**src/rtl/minterm_sweep_checker_pkg.sv**
```systemverilog
// sweep_pkg: shared definitions for the minterm sweep checker.
//   state_t  : sweep controller states (IDLE, DRIVE, SAMPLE, DONE)
//   TIMER_W  : width of the settle timer, enough for settle values up to 15
package sweep_pkg;

    typedef enum logic [1:0] {
        IDLE   = 2'd0,
        DRIVE  = 2'd1,
        SAMPLE = 2'd2,
        DONE   = 2'd3
    } state_t;

    localparam int TIMER_W = 4;

endpackage

```
**src/rtl/minterm_sweep_checker_settle_timer.sv**
```systemverilog
// sweep_settle_timer: loadable down-counter that times how long a minterm is
// held on the DUT inputs before it is sampled.
// Ports:
//   clk, reset  : rising-edge clock, synchronous active-high reset
//   load        : load load_value (takes priority over enable)
//   enable      : count down by one per cycle while above 1
//   load_value  : value to load
//   expire      : high while the count sits at 1 (last hold cycle)
module sweep_settle_timer
    import sweep_pkg::*;
(
    input  logic               clk,
    input  logic               reset,
    input  logic               load,
    input  logic               enable,
    input  logic [TIMER_W-1:0] load_value,
    output logic               expire
);

    logic [TIMER_W-1:0] count;

    always_ff @(posedge clk) begin
        if (reset) begin
            count <= '0;
        end else if (load) begin
            count <= load_value;
        end else if (enable && (count > TIMER_W'(1))) begin
            // Saturate at 1 so a stalled controller keeps seeing expire.
            count <= count - TIMER_W'(1);
        end
    end

    assign expire = (count == TIMER_W'(1));

endmodule

```
**config.mk**
```make
export PLATFORM = sky130hd
export DESIGN_NAME = sweep_settle_timer
export DESIGN_NICKNAME = d
export VERILOG_FILES = /design/src/rtl/minterm_sweep_checker_pkg.sv /design/src/rtl/minterm_sweep_checker_settle_timer.sv
export SDC_FILE = /design/constraint.sdc
export NUM_CORES = 1
export LEC_CHECK = 0
export ABC_CLOCK_PERIOD_IN_PS = 2580
export BUFFER_PORTS_ARGS = -buffer_cell sky130_fd_sc_hd__buf_2
export CORE_AREA = 4 4 41 43
export CTS_BUF_LIST = sky130_fd_sc_hd__clkbuf_4 sky130_fd_sc_hd__clkbuf_8 sky130_fd_sc_hd__clkbuf_16
export DETAILED_ROUTE_END_ITERATION = 10
export DIE_AREA = 0 0 45 47
export PLACE_DENSITY = 0.39
export SYNTH_ARGS = -nofsm -noshare
export SYNTH_HDL_FRONTEND = slang
export SYNTH_SLANG_ARGS = --single-unit
```
**constraint.sdc**
```tcl
create_clock -name clk -period 2.58 [get_ports clk]
set_input_delay 0.516 -clock clk [delete_from_list [all_inputs] [get_ports clk]]
set_output_delay 0.516 -clock clk [all_outputs]
set_load 0.005 [all_outputs]
```
# == Word-level counts from Yosys, hierarchy flattened ==
# Cells that the tools add are included.
# Widths: inputs -> output; s select.
# op_classes
reduce_logical,2
magnitude_cmp,1
n_addsub,1
n_mux,2
n_eq_ne,1
# ops
op,count
$mux 4,2
$eq 4x1->1 const B,1
$gt 4x1->1 const B,1
$sub 4x1->4 const B,1
$reduce_bool 2->1,1
$logic_and 1x1->1,1
# totals
out_inout_bits,1
ff_bits,4
inputBits,8
wordCells,8

# == Longest topological paths before layout ==
# Gate-level depths: netlist of run 1.
# depth
word_depth,4
mapped_depth,5
depth_no_buf,5

# == Worst setup path after synthesis of run 1 ==
# OpenSTA, ideal clock, no wires.
# synth_path
kind,register to output
startpoint,register count[0]
endpoint,output expire
n_path_buf,0
stages_incl_launch_ff,3
arrival_ps,738
path_slack_ps,1326
t_required_ps,2064
cell_sequence,dfxtp_1 > ha_1 > nor3b_1
# synth_between
elab_chain_cells,1
# synth_rtl
item,line,rtl
from (decl),minterm_sweep_checker_settle_timer.sv:20,logic [TIMER_W-1:0] count;
from (signal assigned),minterm_sweep_checker_settle_timer.sv:26,count <= load_value;
from (signal assigned),minterm_sweep_checker_settle_timer.sv:29,count <= count - TIMER_W'(1);
$eq 4x1->1,minterm_sweep_checker_settle_timer.sv:33,assign expire = (count == TIMER_W'(1));
to (decl),minterm_sweep_checker_settle_timer.sv:17,output logic expire
# Every way passes these cells.

# == Worst setup path in the final report of run 1 ==
# Ends and elaborated chain as after synthesis.

==> results of run 1 <==
==> stage by stage <==
step,instance area [sq um],hold slack [ns]
2_1_floorplan,290,0.556
3_3_place_gp,349,0.617
3_5_place_dp,349,0.622
4_1_cts,372,0.543
5_1_grt,372,0.558
6_report,372,0.548
==> power by group through the flow <==
stage               Combinational [mW]  Clock (mW)  Sequential, mW
floorplan                       0.0292           0          0.0747
global placement                0.0434           0          0.0769
detailed placement              0.0440           0          0.0771
CTS                             0.0442      0.0798          0.0764
global route                    0.0502      0.0822          0.0771
finish                          0.0441      0.0769          0.0762
==> critical path: cells and delay by family (launching register included) <==
kind | cells | cell delay (ns)
flops | 1 | 0.40
buf+inv | 1 | 0.14
fa+ha+maj | 1 | 0.18
simple gates | 1 | 0.16
==> kinds of logic (layout without fill, tap and decap cells) <==
family / after synthesis / count (layout) / synth area share
AND/OR/NAND/NOR: 15 / 15 / 0.306
AO/OA/AOI/OAI: 8 / 8 / 0.280
flip-flops: 4 / 4 / 0.276
buffers and inverters: 4 / 15 / 0.0517
adder cells (fa/ha/maj): 2 / 2 / 0.0862
==> routing by layer <==
layer | share of wire | global-route usage
met1 | 0.45 | 0.0866
met2 | 0.50 | 0.130
met3 | 0.037 | 0.0115
met4 | 0.014 | 0.0702
met5 | 0 | 0
==> layout make-up <==
cell class / instances / area (sq um) / area share
multi-input combinational: 25 / 195 / 0.525
inverter: 4 / 15.0 / 0.0404
tap: 15 / 18.8 / 0.0505
sequential: 4 / 80.1 / 0.215
clock buffer: 3 / 22.5 / 0.0606
timing repair buffer: 8 / 40.0 / 0.108
==> cells in the final DEF (no fill, tap or decap), drive strengths merged, types with 2 or more instances in the layout <==
cell type | netlist | final
buf | 0 | 8
dfxtp | 4 | 4
inv | 4 | 4
nor2 | 3 | 3
nand2 | 3 | 3
or3 | 3 | 3
clkbuf | 0 | 3
o211ai | 2 | 2
a311oi | 2 | 2
nor3 | 2 | 2
ha | 2 | 2
o311ai | 2 | 2
==> worst max-delay path by stage <==
stage / from / to / slack, ns
after floorplan: count[0]$_SDFFE_PP0P_ / expire / 1.33
after global placement: enable / count[3]$_SDFFE_PP0P_ / 1.17
after detailed placement: count[0]$_SDFFE_PP0P_ / count[3]$_SDFFE_PP0P_ / 1.18
after CTS: count[0]$_SDFFE_PP0P_ / expire / 0.93
after global routing: count[0]$_SDFFE_PP0P_ / expire / 0.86
final: count[0]$_SDFFE_PP0P_ / expire / 0.96
==> tab_implementation.tex, run 1 <==
\begin{tabular}{lr}
\hline
Metric & Value \\
\hline
\multicolumn{2}{l}{\textbf{Critical path}} \\
\quad Cell at the slowest stage of the critical path & dfxtp\_1 \\
\quad Worst Setup End Kind & primary output \\
\quad Crit Path Class & register to primary output \\
\quad CP arrival & 1.11 ns \\
\quad Highest net fanout along the worst path & 4 \\
\quad CP Data Required Time & 2.06 ns \\
\quad Capture instance of the worst register-to-register path & count[3]\$\_SDFFE\_PP0P\_ \\
\quad Delay contributed by the slowest stage of the critical path & 0.40 ns \\
\quad Critical R2R Launch & count[0]\$\_SDFFE\_PP0P\_ \\
\quad Flop-to-flop setup slack & 1.20 ns \\
\quad Cell chain of the critical path & ha\_1 > nor3b\_1 > buf\_2 \\
\quad Startpoint types & register \\
\quad Worst r2r path cells & 5 \\
\multicolumn{2}{l}{\textbf{Finish}} \\
\quad \# diodes & 0 \\
\quad Post-route non-filler standard cell count & 59 \\
\quad Largest registers in the final layout & count: 4 flops \\
\quad Post-layout net count & 56 \\
\quad Post-synthesis to final-layout area growth & 28.0\% \\
\quad \# fillers & 148 \\
\quad Fraction of final layout cells sized beyond drive strength 1 & 0.364 \\
\quad Most flop-heavy register & count \\
\quad Share of the core filled with cells & 0.286 \\
\quad Flip-flop count of the largest register, all copies and words added & 4 \\
\multicolumn{2}{l}{\textbf{Pwr}} \\
\quad Combinational fraction of design power & 0.223 \\
\quad Net switching share of the total power & 0.284 \\
\quad Total net switching power & 56.1 uW \\
\quad Seq pwr share & 0.386 \\
\quad Worst voltage drop across the vdd grid & 0.107 mV \\
\quad Clock power frac & 0.390 \\
\quad Tot Pwr & 197 uW \\
\quad Static leakage power & 0.146 nW \\
\quad Power per Cell Area & 531 mW/mm\^{}2 \\
\quad Pint & 141 uW \\
\multicolumn{2}{l}{\textbf{Global route}} \\
\quad Global-route usage over all layers & 0.0783 \\
\quad Vias in the first global route & 291 \\
\quad Global-route wire length before repair & 1.19 mm \\
\quad Initial antenna violation count & 0 \\
\quad GR Overflow Total & 0 \\
\quad Pin count of the biggest net entering global routing & 9 \\
\multicolumn{2}{l}{\textbf{Timing}} \\
\quad Max Clock Freq & 0.615 GHz \\
\quad Largest clock skew in the final design & 0.000908 ns \\
\quad Share of the clock period used by the worst path after layout & 0.630 \\
\quad Number of hold violations in the final report & 0 \\
\quad Worst slew pin tran & 0.314 ns \\
\quad Post-layout worst setup margin & 0.955 ns \\
\quad Shortest clock period the worst path allows after layout & 1.62 ns \\
\quad Rel. slew slack & 0.788 \\
\quad Number of slew-limit violations in the final report & 0 \\
\quad Number of failing setup endpoints in the final timing report & 0 \\
\quad RSZ-0062 raised after global routing & false \\
\quad TNS Setup & 0 ns \\
\multicolumn{2}{l}{\textbf{Die}} \\
\quad Height of the chip & 47 um \\
\quad Number of standard-cell rows in the floorplan & 13 \\
\quad Initial core utilization & 0.223 \\
\quad Total I/O pin count & 9 \\
\quad Core outline area & 0.00130 sq mm \\
\quad Overall die area & 0.00212 sq mm \\
\quad Die boundary width & 45 um \\
\multicolumn{2}{l}{\textbf{Yosys}} \\
\quad Area share of the leading cell type in the synthesized netlist & 0.276 \\
\quad Top FF cell, synth & dfxtp\_1 \\
\quad Synth Net Count & 43 \\
\quad Number of different library cells in the post-synthesis netlist & 18 \\
\quad Synthesis-stage register bit count & 4 \\
\quad Post-synthesis sequential area ratio & 0.276 \\
\quad Count of flip-flops with a built-in enable after synthesis & 0 \\
\quad Most common cell in the netlist & dfxtp\_1 \\
\quad Post-synth top cells & 4 x dfxtp\_1, 3 x inv\_1, 3 x nand2\_1, 3 x nor2\_1, 3 x or3\_1 \\
\quad Async SR Flop Fraction & 0 \\
\quad Syn Std Cell Area & 290 sq um \\
\quad Yosys top cell by area & dfxtp\_1 \\
\quad Post-synthesis average cell area & 8.80 sq um \\
\quad Syn. warnings & 0 \\
\quad Biggest area contributors in the synthesized netlist & dfxtp\_1 28\%, a311oi\_2 10\%, ha\_1 8.6\% \\
\quad Gate count of the mapped netlist & 33 \\
\multicolumn{2}{l}{\textbf{Min path}} \\
\quad Type of the tightest min-delay check & input pin to register \\
\quad Hold path startpoint & load\_value[0] \\
\quad Hold Path End & count[0]\$\_SDFFE\_PP0P\_ \\
\quad Hold Crit Depth & 3 \\
\multicolumn{2}{l}{\textbf{Clocking}} \\
\quad Number of H-tree levels & 1 \\
\quad Clock Tree Buf Depth & 2 \\
\quad Clock-pin slew on the worst setup and hold paths & 0.04 ns \\
\quad \# hold bufs at CTS & 0 \\
\quad Cts bufs inserted & 3 \\
\quad Clock tree from TritonCTS & built \\
\quad Setup Buffers After CTS & 0 \\
\quad Clock sink count & 4 \\
\quad Clock tree root buffer cell & clkbuf\_4 \\
\quad Clk Latency, worst-skew pair & 0.23 ns \\
\quad Number of gates resized after CTS & 0 \\
\multicolumn{2}{l}{\textbf{Route}} \\
\quad Detail-routed via count per cell & 4.86 \\
\quad Total via count after detailed routing & 287 \\
\quad Antenna-violating nets left & 0 \\
\quad Count of routing violations after the opening detailed-route iteration & 5 \\
\quad Detailed Routing Iterations Pass 1 & 4 \\
\quad Detailed Route WL & 706 um \\
\quad DR WL/cell & 12.0 um \\
\quad DRC viols & 0 \\
\multicolumn{2}{l}{\textbf{Run status}} \\
\quad Result of the run & finished, final reports clean \\
\multicolumn{2}{l}{\textbf{Place}} \\
\quad Buffers on Ports & 8 \\
\quad Routability-driven placement congestion ratio & 0.863 \\
\quad Number of placed instances with taps included & 56 \\
\quad HPWL after detailed placement & 555 um \\
\quad Post-placement worst setup slack & 1.18 ns \\
\multicolumn{2}{l}{\textbf{Job}} \\
\quad Number of violations of the max-capacitance limit & 0 \\
\hline
\end{tabular}
Power figures use the tool's default switching activity.
==> inputs of run 2 (changes only) <==
--- a/config.mk
+++ b/config.mk
@@ -5,13 +5,14 @@
 export SDC_FILE = /design/constraint.sdc
 export NUM_CORES = 1
 export LEC_CHECK = 0
-export ABC_CLOCK_PERIOD_IN_PS = 2580
+export ABC_AREA = 1
+export ABC_CLOCK_PERIOD_IN_PS = 1400
 export BUFFER_PORTS_ARGS = -buffer_cell sky130_fd_sc_hd__buf_2
 export CORE_AREA = 4 4 41 43
 export CTS_BUF_LIST = sky130_fd_sc_hd__clkbuf_4 sky130_fd_sc_hd__clkbuf_8 sky130_fd_sc_hd__clkbuf_16
 export DETAILED_ROUTE_END_ITERATION = 10
 export DIE_AREA = 0 0 45 47
-export PLACE_DENSITY = 0.39
+export PLACE_DENSITY = 0.41
 export SYNTH_ARGS = -nofsm -noshare
 export SYNTH_HDL_FRONTEND = slang
 export SYNTH_SLANG_ARGS = --single-unit
==> constraint.sdc (replaced) <==
create_clock -name clk -period 1.4 [get_ports clk]
set_input_delay 0.28 -clock clk [delete_from_list [all_inputs] [get_ports clk]]
set_output_delay 0.28 -clock clk [all_outputs]
set_load 0.005 [all_outputs]
==> run 2 against run 1 <==
Compared with the run above: core utilization rose by 2.4 points; sequential power up 82%; combinational power rose to 2.9 times the previous value; final area rose by 8.4%; clock skew is 0.0047 ns higher; non-clock buffer count did not move; worst setup slack worse by 0.86 ns; die area is the same; critical endpoint unchanged; total power up 110%; largest power group unchanged.
==> tab_implementation.tex, run 2 <==
\begin{tabular}{lr}
\hline
Metric & Value \\
\hline
\multicolumn{2}{l}{\textbf{Timing}} \\
\quad TNS Setup & 0 ns \\
\quad Shortest clock period the worst path allows after layout & 1.30 ns \\
\quad Number of slew-limit violations in the final report & 0 \\
\quad Rel. slew slack & 0.870 \\
\quad Number of hold violations in the final report & 0 \\
\quad Worst slew pin tran & 0.193 ns \\
\quad Number of failing setup endpoints in the final timing report & 0 \\
\quad Largest clock skew in the final design & 0.00565 ns \\
\quad RSZ-0062 raised after global routing & false \\
\quad Share of the clock period used by the worst path after layout & 0.931 \\
\quad Max Clock Freq & 0.767 GHz \\
\multicolumn{2}{l}{\textbf{Finish}} \\
\quad \# diodes & 0 \\
\quad Leading cell type in the layout, fill and taps excluded & nor2\_1 \\
\quad Flip-flop count of the largest register, all copies and words added & 4 \\
\quad Largest registers in the final layout & count: 4 flops \\
\quad Post-layout net count & 73 \\
\quad Most flop-heavy register & count \\
\quad Post-synthesis to final-layout area growth & 34.2\% \\
\quad Commonest non-fill, non-tap cells in the layout & 15 x nor2\_1, 9 x nand2\_1, 8 x buf\_2 \\
\quad Fraction of final layout cells sized beyond drive strength 1 & 0.295 \\
\quad \# fillers & 163 \\
\multicolumn{2}{l}{\textbf{Critical path}} \\
\quad Crit Path Class & register to primary output \\
\quad Highest net fanout along the worst path & 5 \\
\quad Delay contributed by the slowest stage of the critical path & 0.30 ns \\
\quad Kind of cell adding the most delay to the critical path & flip-flops \\
\quad Critical path buffer and inverter count & 2 \\
\quad CP arrival & 1.02 ns \\
\quad Cell at the slowest stage of the critical path & dfxtp\_1 \\
\quad Worst Setup End Kind & primary output \\
\quad Cell chain of the critical path & inv\_2 > ha\_4 > nand2\_1 > nor2\_1 > buf\_2 \\
\quad Startpoint types & register \\
\quad CP Data Required Time & 1.12 ns \\
\multicolumn{2}{l}{\textbf{Pwr}} \\
\quad Worst voltage drop across the vdd grid & 0.381 mV \\
\quad Power per Cell Area & 1020 mW/mm\^{}2 \\
\quad Tot Pwr & 410 uW \\
\quad Static leakage power & 0.207 nW \\
\multicolumn{2}{l}{\textbf{Place}} \\
\quad HPWL after detailed placement & 581 um \\
\quad Routability-driven placement congestion ratio & 0.769 \\
\quad Buffers on Ports & 8 \\
\multicolumn{2}{l}{\textbf{Clocking}} \\
\quad Clock tree root buffer cell & clkbuf\_4 \\
\quad Clock-pin slew on the worst setup and hold paths & 0.04 ns \\
\quad Clock sink count & 4 \\
\quad Clock tree from TritonCTS & built \\
\quad Number of H-tree levels & 1 \\
\quad \# hold bufs at CTS & 0 \\
\quad Clk Latency, worst-skew pair & 0.24 ns \\
\quad Setup Buffers After CTS & 0 \\
\quad Clock Tree Buf Depth & 2 \\
\quad Cts bufs inserted & 3 \\
\multicolumn{2}{l}{\textbf{Yosys}} \\
\quad Post-synth top cells & 15 x nor2\_1, 9 x nand2\_1, 6 x inv\_1 \\
\quad Post-synthesis sequential area ratio & 0.267 \\
\quad Area share of the leading cell type in the synthesized netlist & 0.267 \\
\quad Biggest area contributors in the synthesized netlist & dfxtp\_1 27\%, nor2\_1 19\%, nand2\_1 11\% \\
\quad Most common cell in the netlist & nor2\_1 \\
\quad Yosys top cell by area & dfxtp\_1 \\
\quad Synthesis-stage register bit count & 4 \\
\quad Synth Net Count & 60 \\
\quad Count of flip-flops with a built-in enable after synthesis & 0 \\
\quad Top FF cell, synth & dfxtp\_1 \\
\quad Complex-gate fraction of the synthesized area & 0.0792 \\
\quad Xor and xnor area share after synthesis & 0 \\
\quad Gate count of the mapped netlist & 50 \\
\quad Combinational family with the most area after synthesis & simple AND/OR/NAND/NOR gates \\
\quad Syn Std Cell Area & 300 sq um \\
\quad Post-synthesis adder-cell area fraction & 0.0833 \\
\quad Proportion of synthesized area in mux cells & 0 \\
\quad Async SR Flop Fraction & 0 \\
\quad Post-synthesis average cell area & 6.01 sq um \\
\quad Basic-gate share of the synthesized area counting and, or, nand and nor cells & 0.483 \\
\quad Number of different library cells in the post-synthesis netlist & 13 \\
\quad Syn. warnings & 0 \\
\multicolumn{2}{l}{\textbf{Route}} \\
\quad Count of routing violations after the opening detailed-route iteration & 6 \\
\quad Antenna-violating nets left & 0 \\
\quad DR WL/cell & 9.11 um \\
\quad Detailed Routing Iterations Pass 1 & 4 \\
\quad Detail-routed via count per cell & 4.43 \\
\quad Detailed Route WL & 692 um \\
\quad Total via count after detailed routing & 337 \\
\quad DRC viols & 0 \\
\multicolumn{2}{l}{\textbf{Global route}} \\
\quad Global-route wire length before repair & 1.20 mm \\
\quad Vias in the first global route & 321 \\
\quad Pin count of the biggest net entering global routing & 11 \\
\quad Initial antenna violation count & 0 \\
\quad GR Overflow Total & 0 \\
\quad Global-route usage over all layers & 0.0820 \\
\multicolumn{2}{l}{\textbf{Run status}} \\
\quad Result of the run & finished, final reports clean \\
\multicolumn{2}{l}{\textbf{Die}} \\
\quad Height of the chip & 47 um \\
\quad Total I/O pin count & 9 \\
\quad Number of standard-cell rows in the floorplan & 13 \\
\quad Die boundary width & 45 um \\
\quad Overall die area & 0.00212 sq mm \\
\quad Initial core utilization & 0.231 \\
\quad Core outline area & 0.00130 sq mm \\
\multicolumn{2}{l}{\textbf{Job}} \\
\quad Number of violations of the max-capacitance limit & 0 \\
\multicolumn{2}{l}{\textbf{Min path}} \\
\quad Type of the tightest min-delay check & input pin to register \\
\hline
\end{tabular}
-- run 2: changes by cell type after synthesis, sizes merged, moves of 3 or more --
cell,delta
o21ai,+3
or3,-3
inv,+3
nor2,+12
nand3,+5
nand2,+8
-- run 2: timing repair --
item,4_1_cts,5_1_grt
gates resized for setup,2,3
pin swaps,0,1
endpoints found under the setup margin,1,5
-- run 2: layer usage --
metal  wire [um]  GRT usage  up-vias
li1            -          -      181
met1         275     0.0814      146
met2         370      0.141        8
met3          35     0.0230        2
met4          11     0.0702        0
met5           0          0        -
-- run 2: logic make-up after synthesis --
| kind of cell | count (synthesis) |
|---|---|
| buffers and inverters | 7 |
| AOI/OAI and AO/OA | 4 |
| and+or+nand+nor | 33 |
| DFF | 4 |
| adders and majority gates | 2 |
-- run 2: tightest hold or removal path, delay by kind of cell --
kind | cells | cell delay, ns
buf+inv | 1 | 0.11
simple gates | 3 | 0.13
-- run 2: layout make-up --
type / count / area, sq um / share of cell area
Inverter: 7 / 26.3 / 0.0652
Tap cell: 15 / 18.8 / 0.0466
Timing Repair Buffer: 8 / 40.0 / 0.0994
Multi-Input combinational cell: 39 / 214 / 0.531
Sequential cell: 4 / 81.3 / 0.202
Clock buffer: 3 / 22.5 / 0.0559
-- run 2: path summary, 6_finish.rpt --
path / slack (ns) / depth (start not counted) / startpoint / endpoint
setup / recovery: 0.1 / 5 / count[1]$_SDFFE_PP0P_ / expire
hold / removal: 0.33 / 4 / reset / count[0]$_SDFFE_PP0P_
setup reg to reg: 0.13 / 6 / count[0]$_SDFFE_PP0P_ / count[2]$_SDFFE_PP0P_
hold reg to reg: 0.52 / 2 / count[0]$_SDFFE_PP0P_ / count[0]$_SDFFE_PP0P_
-- run 2: report_power, final --
part | leakage [nW] | internal (mW) | switching, mW | total, mW
clock network | 0.0138 | 0.0959 | 0.0474 | 0.143
logic | 0.159 | 0.0522 | 0.0753 | 0.128
registers | 0.0336 | 0.128 | 0.0116 | 0.139
-- run 2: through the flow --
step	setup WS [ns]	std cells	utilization	hold slack [ns]	instance area, sq um
after floorplan	0.175	50	-	0.424	300
after global placement	0.0615	73	0.276	0.531	359
after detailed placement	0.0750	73	0.276	0.516	359
after CTS	0.0580	76	0.295	0.324	384
after global routing	0.00830	76	0.310	0.350	403
final	0.0968	76	0.310	0.327	403
==> inputs of run 3 (changes only) <==
--- a/config.mk
+++ b/config.mk
@@ -12,7 +12,6 @@
 export CTS_BUF_LIST = sky130_fd_sc_hd__clkbuf_4 sky130_fd_sc_hd__clkbuf_8 sky130_fd_sc_hd__clkbuf_16
 export DETAILED_ROUTE_END_ITERATION = 10
 export DIE_AREA = 0 0 45 47
-export PLACE_DENSITY = 0.41
 export SYNTH_ARGS = -nofsm -noshare
 export SYNTH_HDL_FRONTEND = slang
 export SYNTH_SLANG_ARGS = --single-unit
==> run 3 against run 2 <==
Compared with the run above: count of clock-buffer cells in the layout unchanged; worst setup slack worse by 0.011 ns; final area up 4.0%; register-to-register slack about the same; sequential share of layout area down 0.78 points; first-iteration DRC count up 50%; flip-flop and latch count unchanged; fmax down 0.84%; critical path depth unchanged; critical endpoint unchanged; largest cell class unchanged.
==> tab_implementation.tex, run 3 (same netlist as run 2, synthesis figures left out) <==
\begin{tabular}{lr}
\hline
Metric & Value \\
\hline
\multicolumn{2}{l}{\textbf{Clocking}} \\
\quad Clock-pin slew on the worst setup and hold paths & 0.04 ns \\
\quad Clock sink count & 4 \\
\quad Clock tree from TritonCTS & built \\
\quad Number of H-tree levels & 1 \\
\quad Clk Latency, worst-skew pair & 0.23 ns \\
\quad Cts bufs inserted & 3 \\
\quad Clock Tree Buf Depth & 2 \\
\quad Clock tree root buffer cell & clkbuf\_4 \\
\multicolumn{2}{l}{\textbf{Die}} \\
\quad Number of standard-cell rows in the floorplan & 13 \\
\quad Core outline area & 0.00130 sq mm \\
\quad Height of the chip & 47 um \\
\quad Die boundary width & 45 um \\
\quad Initial core utilization & 0.231 \\
\quad Total I/O pin count & 9 \\
\quad Overall die area & 0.00212 sq mm \\
\multicolumn{2}{l}{\textbf{Pwr}} \\
\quad Net switching share of the total power & 0.320 \\
\quad Combinational fraction of design power & 0.325 \\
\quad Power per Cell Area & 991 mW/mm\^{}2 \\
\quad Seq pwr share & 0.332 \\
\quad Static leakage power & 0.216 nW \\
\quad Clock power frac & 0.344 \\
\quad Worst voltage drop across the vdd grid & 0.282 mV \\
\quad Pint & 282 uW \\
\quad Total net switching power & 133 uW \\
\multicolumn{2}{l}{\textbf{Critical path}} \\
\quad CP Data Required Time & 1.12 ns \\
\quad Delay contributed by the slowest stage of the critical path & 0.32 ns \\
\quad Worst Setup End Kind & primary output \\
\quad Crit Path Class & register to primary output \\
\quad Cell at the slowest stage of the critical path & dfxtp\_2 \\
\quad CP arrival & 1.03 ns \\
\quad Highest net fanout along the worst path & 3 \\
\quad Startpoint types & register \\
\quad Cell chain of the critical path & buf\_6 > ha\_4 > nand2\_2 > nor2\_2 > buf\_2 \\
\multicolumn{2}{l}{\textbf{Min path}} \\
\quad Type of the tightest min-delay check & input pin to register \\
\multicolumn{2}{l}{\textbf{Route}} \\
\quad Detailed Routing Iterations Pass 1 & 4 \\
\quad Detailed Route WL & 647 um \\
\quad DRC viols & 0 \\
\quad Total via count after detailed routing & 321 \\
\quad Antenna-violating nets left & 0 \\
\quad Detail-routed via count per cell & 4.12 \\
\quad Count of routing violations after the opening detailed-route iteration & 9 \\
\quad DR WL/cell & 8.29 um \\
\multicolumn{2}{l}{\textbf{Finish}} \\
\quad Most flop-heavy register & count \\
\quad \# diodes & 0 \\
\quad Fraction of final layout cells sized beyond drive strength 1 & 0.349 \\
\quad Share of the core filled with cells & 0.322 \\
\quad Leading cell type in the layout, fill and taps excluded & nor2\_1 \\
\quad Largest registers in the final layout & count: 4 flops \\
\quad Post-layout net count & 75 \\
\quad Post-synthesis to final-layout area growth & 39.6\% \\
\quad Commonest non-fill, non-tap cells in the layout & 14 x nor2\_1, 8 x nand2\_1, 8 x buf\_2 \\
\quad Flip-flop count of the largest register, all copies and words added & 4 \\
\multicolumn{2}{l}{\textbf{Global route}} \\
\quad Vias in the first global route & 288 \\
\quad Pin count of the biggest net entering global routing & 11 \\
\quad Global-route usage over all layers & 0.0735 \\
\quad Global-route wire length before repair & 1.04 mm \\
\quad Initial antenna violation count & 0 \\
\quad GR Overflow Total & 0 \\
\multicolumn{2}{l}{\textbf{Job}} \\
\quad Number of violations of the max-capacitance limit & 0 \\
\multicolumn{2}{l}{\textbf{Place}} \\
\quad Buffers on Ports & 8 \\
\quad HPWL after detailed placement & 524 um \\
\quad Routability-driven placement congestion ratio & 0.826 \\
\multicolumn{2}{l}{\textbf{Timing}} \\
\quad Number of slew-limit violations in the final report & 0 \\
\quad RSZ-0062 raised after global routing & false \\
\quad Number of failing setup endpoints in the final timing report & 0 \\
\quad Worst slew pin tran & 0.211 ns \\
\quad Share of the clock period used by the worst path after layout & 0.939 \\
\quad TNS Setup & 0 ns \\
\quad Max Clock Freq & 0.761 GHz \\
\quad Shortest clock period the worst path allows after layout & 1.31 ns \\
\quad Largest clock skew in the final design & 0.00252 ns \\
\quad Rel. slew slack & 0.859 \\
\quad Number of hold violations in the final report & 0 \\
\multicolumn{2}{l}{\textbf{Run status}} \\
\quad Result of the run & finished, final reports clean \\
\hline
\end{tabular}
## run 3: changes by cell type in the layout (fill, tap and decap cells not counted)
cell | previous run | this run
buf_4 | 0 | 1
buf_6 | 0 | 1
nand2_1 | 9 | 8
nand2_2 | 1 | 2
nor2_1 | 15 | 14
nor2_2 | 0 | 1
o21ai_2 | 0 | 1
o21ai_4 | 1 | 0
## run 3: cell type report
class,instances,area (sq um)
clock buffers,3,22.5
fillers,142,882
inverters,7,26.3
multi-input cells,39,211
flip-flops and latches,4,81.3
well taps,15,18.8
repair buffers,10,58.8
## run 3: per-stage QoR
step,hold WS [ns],power (mW),cells,worst slack (ns),instance area [sq um]
2_1_floorplan,0.424,0.222,50,0.175,300
3_3_place_gp,0.537,0.259,74,0.156,367
3_5_place_dp,0.537,0.258,74,0.132,367
4_1_cts,0.308,0.409,77,0.0118,392
5_1_grt,0.322,0.455,78,0.0159,419
6_report,0.316,0.415,78,0.0857,419
## run 3: what timing repair did
action                     CTS  global route
pin swaps                    0             2
setup buffers                0             1
hold buffers                 0             0
resized for setup            2             5
setup endpoints to repair    1             1
## run 3: power groups by stage
stage / clock network (mW) / registers [mW] / logic, mW
floorplan: 0 / 0.136 / 0.0860
global placement: 0 / 0.138 / 0.122
detailed placement: 0 / 0.138 / 0.121
CTS: 0.151 / 0.136 / 0.122
global route: 0.163 / 0.140 / 0.152
finish: 0.143 / 0.138 / 0.135
## run 3: final timing paths
path,from,to,slack (ns),depth (start not counted)
max,count[0]$_SDFFE_PP0P_,expire,0.09,5
min,reset,count[1]$_SDFFE_PP0P_,0.32,4
max reg2reg,count[0]$_SDFFE_PP0P_,count[2]$_SDFFE_PP0P_,0.14,6
min reg2reg,count[2]$_SDFFE_PP0P_,count[2]$_SDFFE_PP0P_,0.55,2
## run 3: worst max-delay path, delay by kind of cell (launching register included)
kind	cells	cell delay (ns)
buffers and inverters	2	0.22
flip-flops	1	0.32
adder cells (fa/ha/maj)	1	0.13
AND/OR/NAND/NOR	2	0.14
## run 3: layer usage
layer,GRT usage,part of all wire
met3,0.0575,0.070
met1,0.0659,0.48
met4,0.0526,0
met5,0,0
met2,0.113,0.45
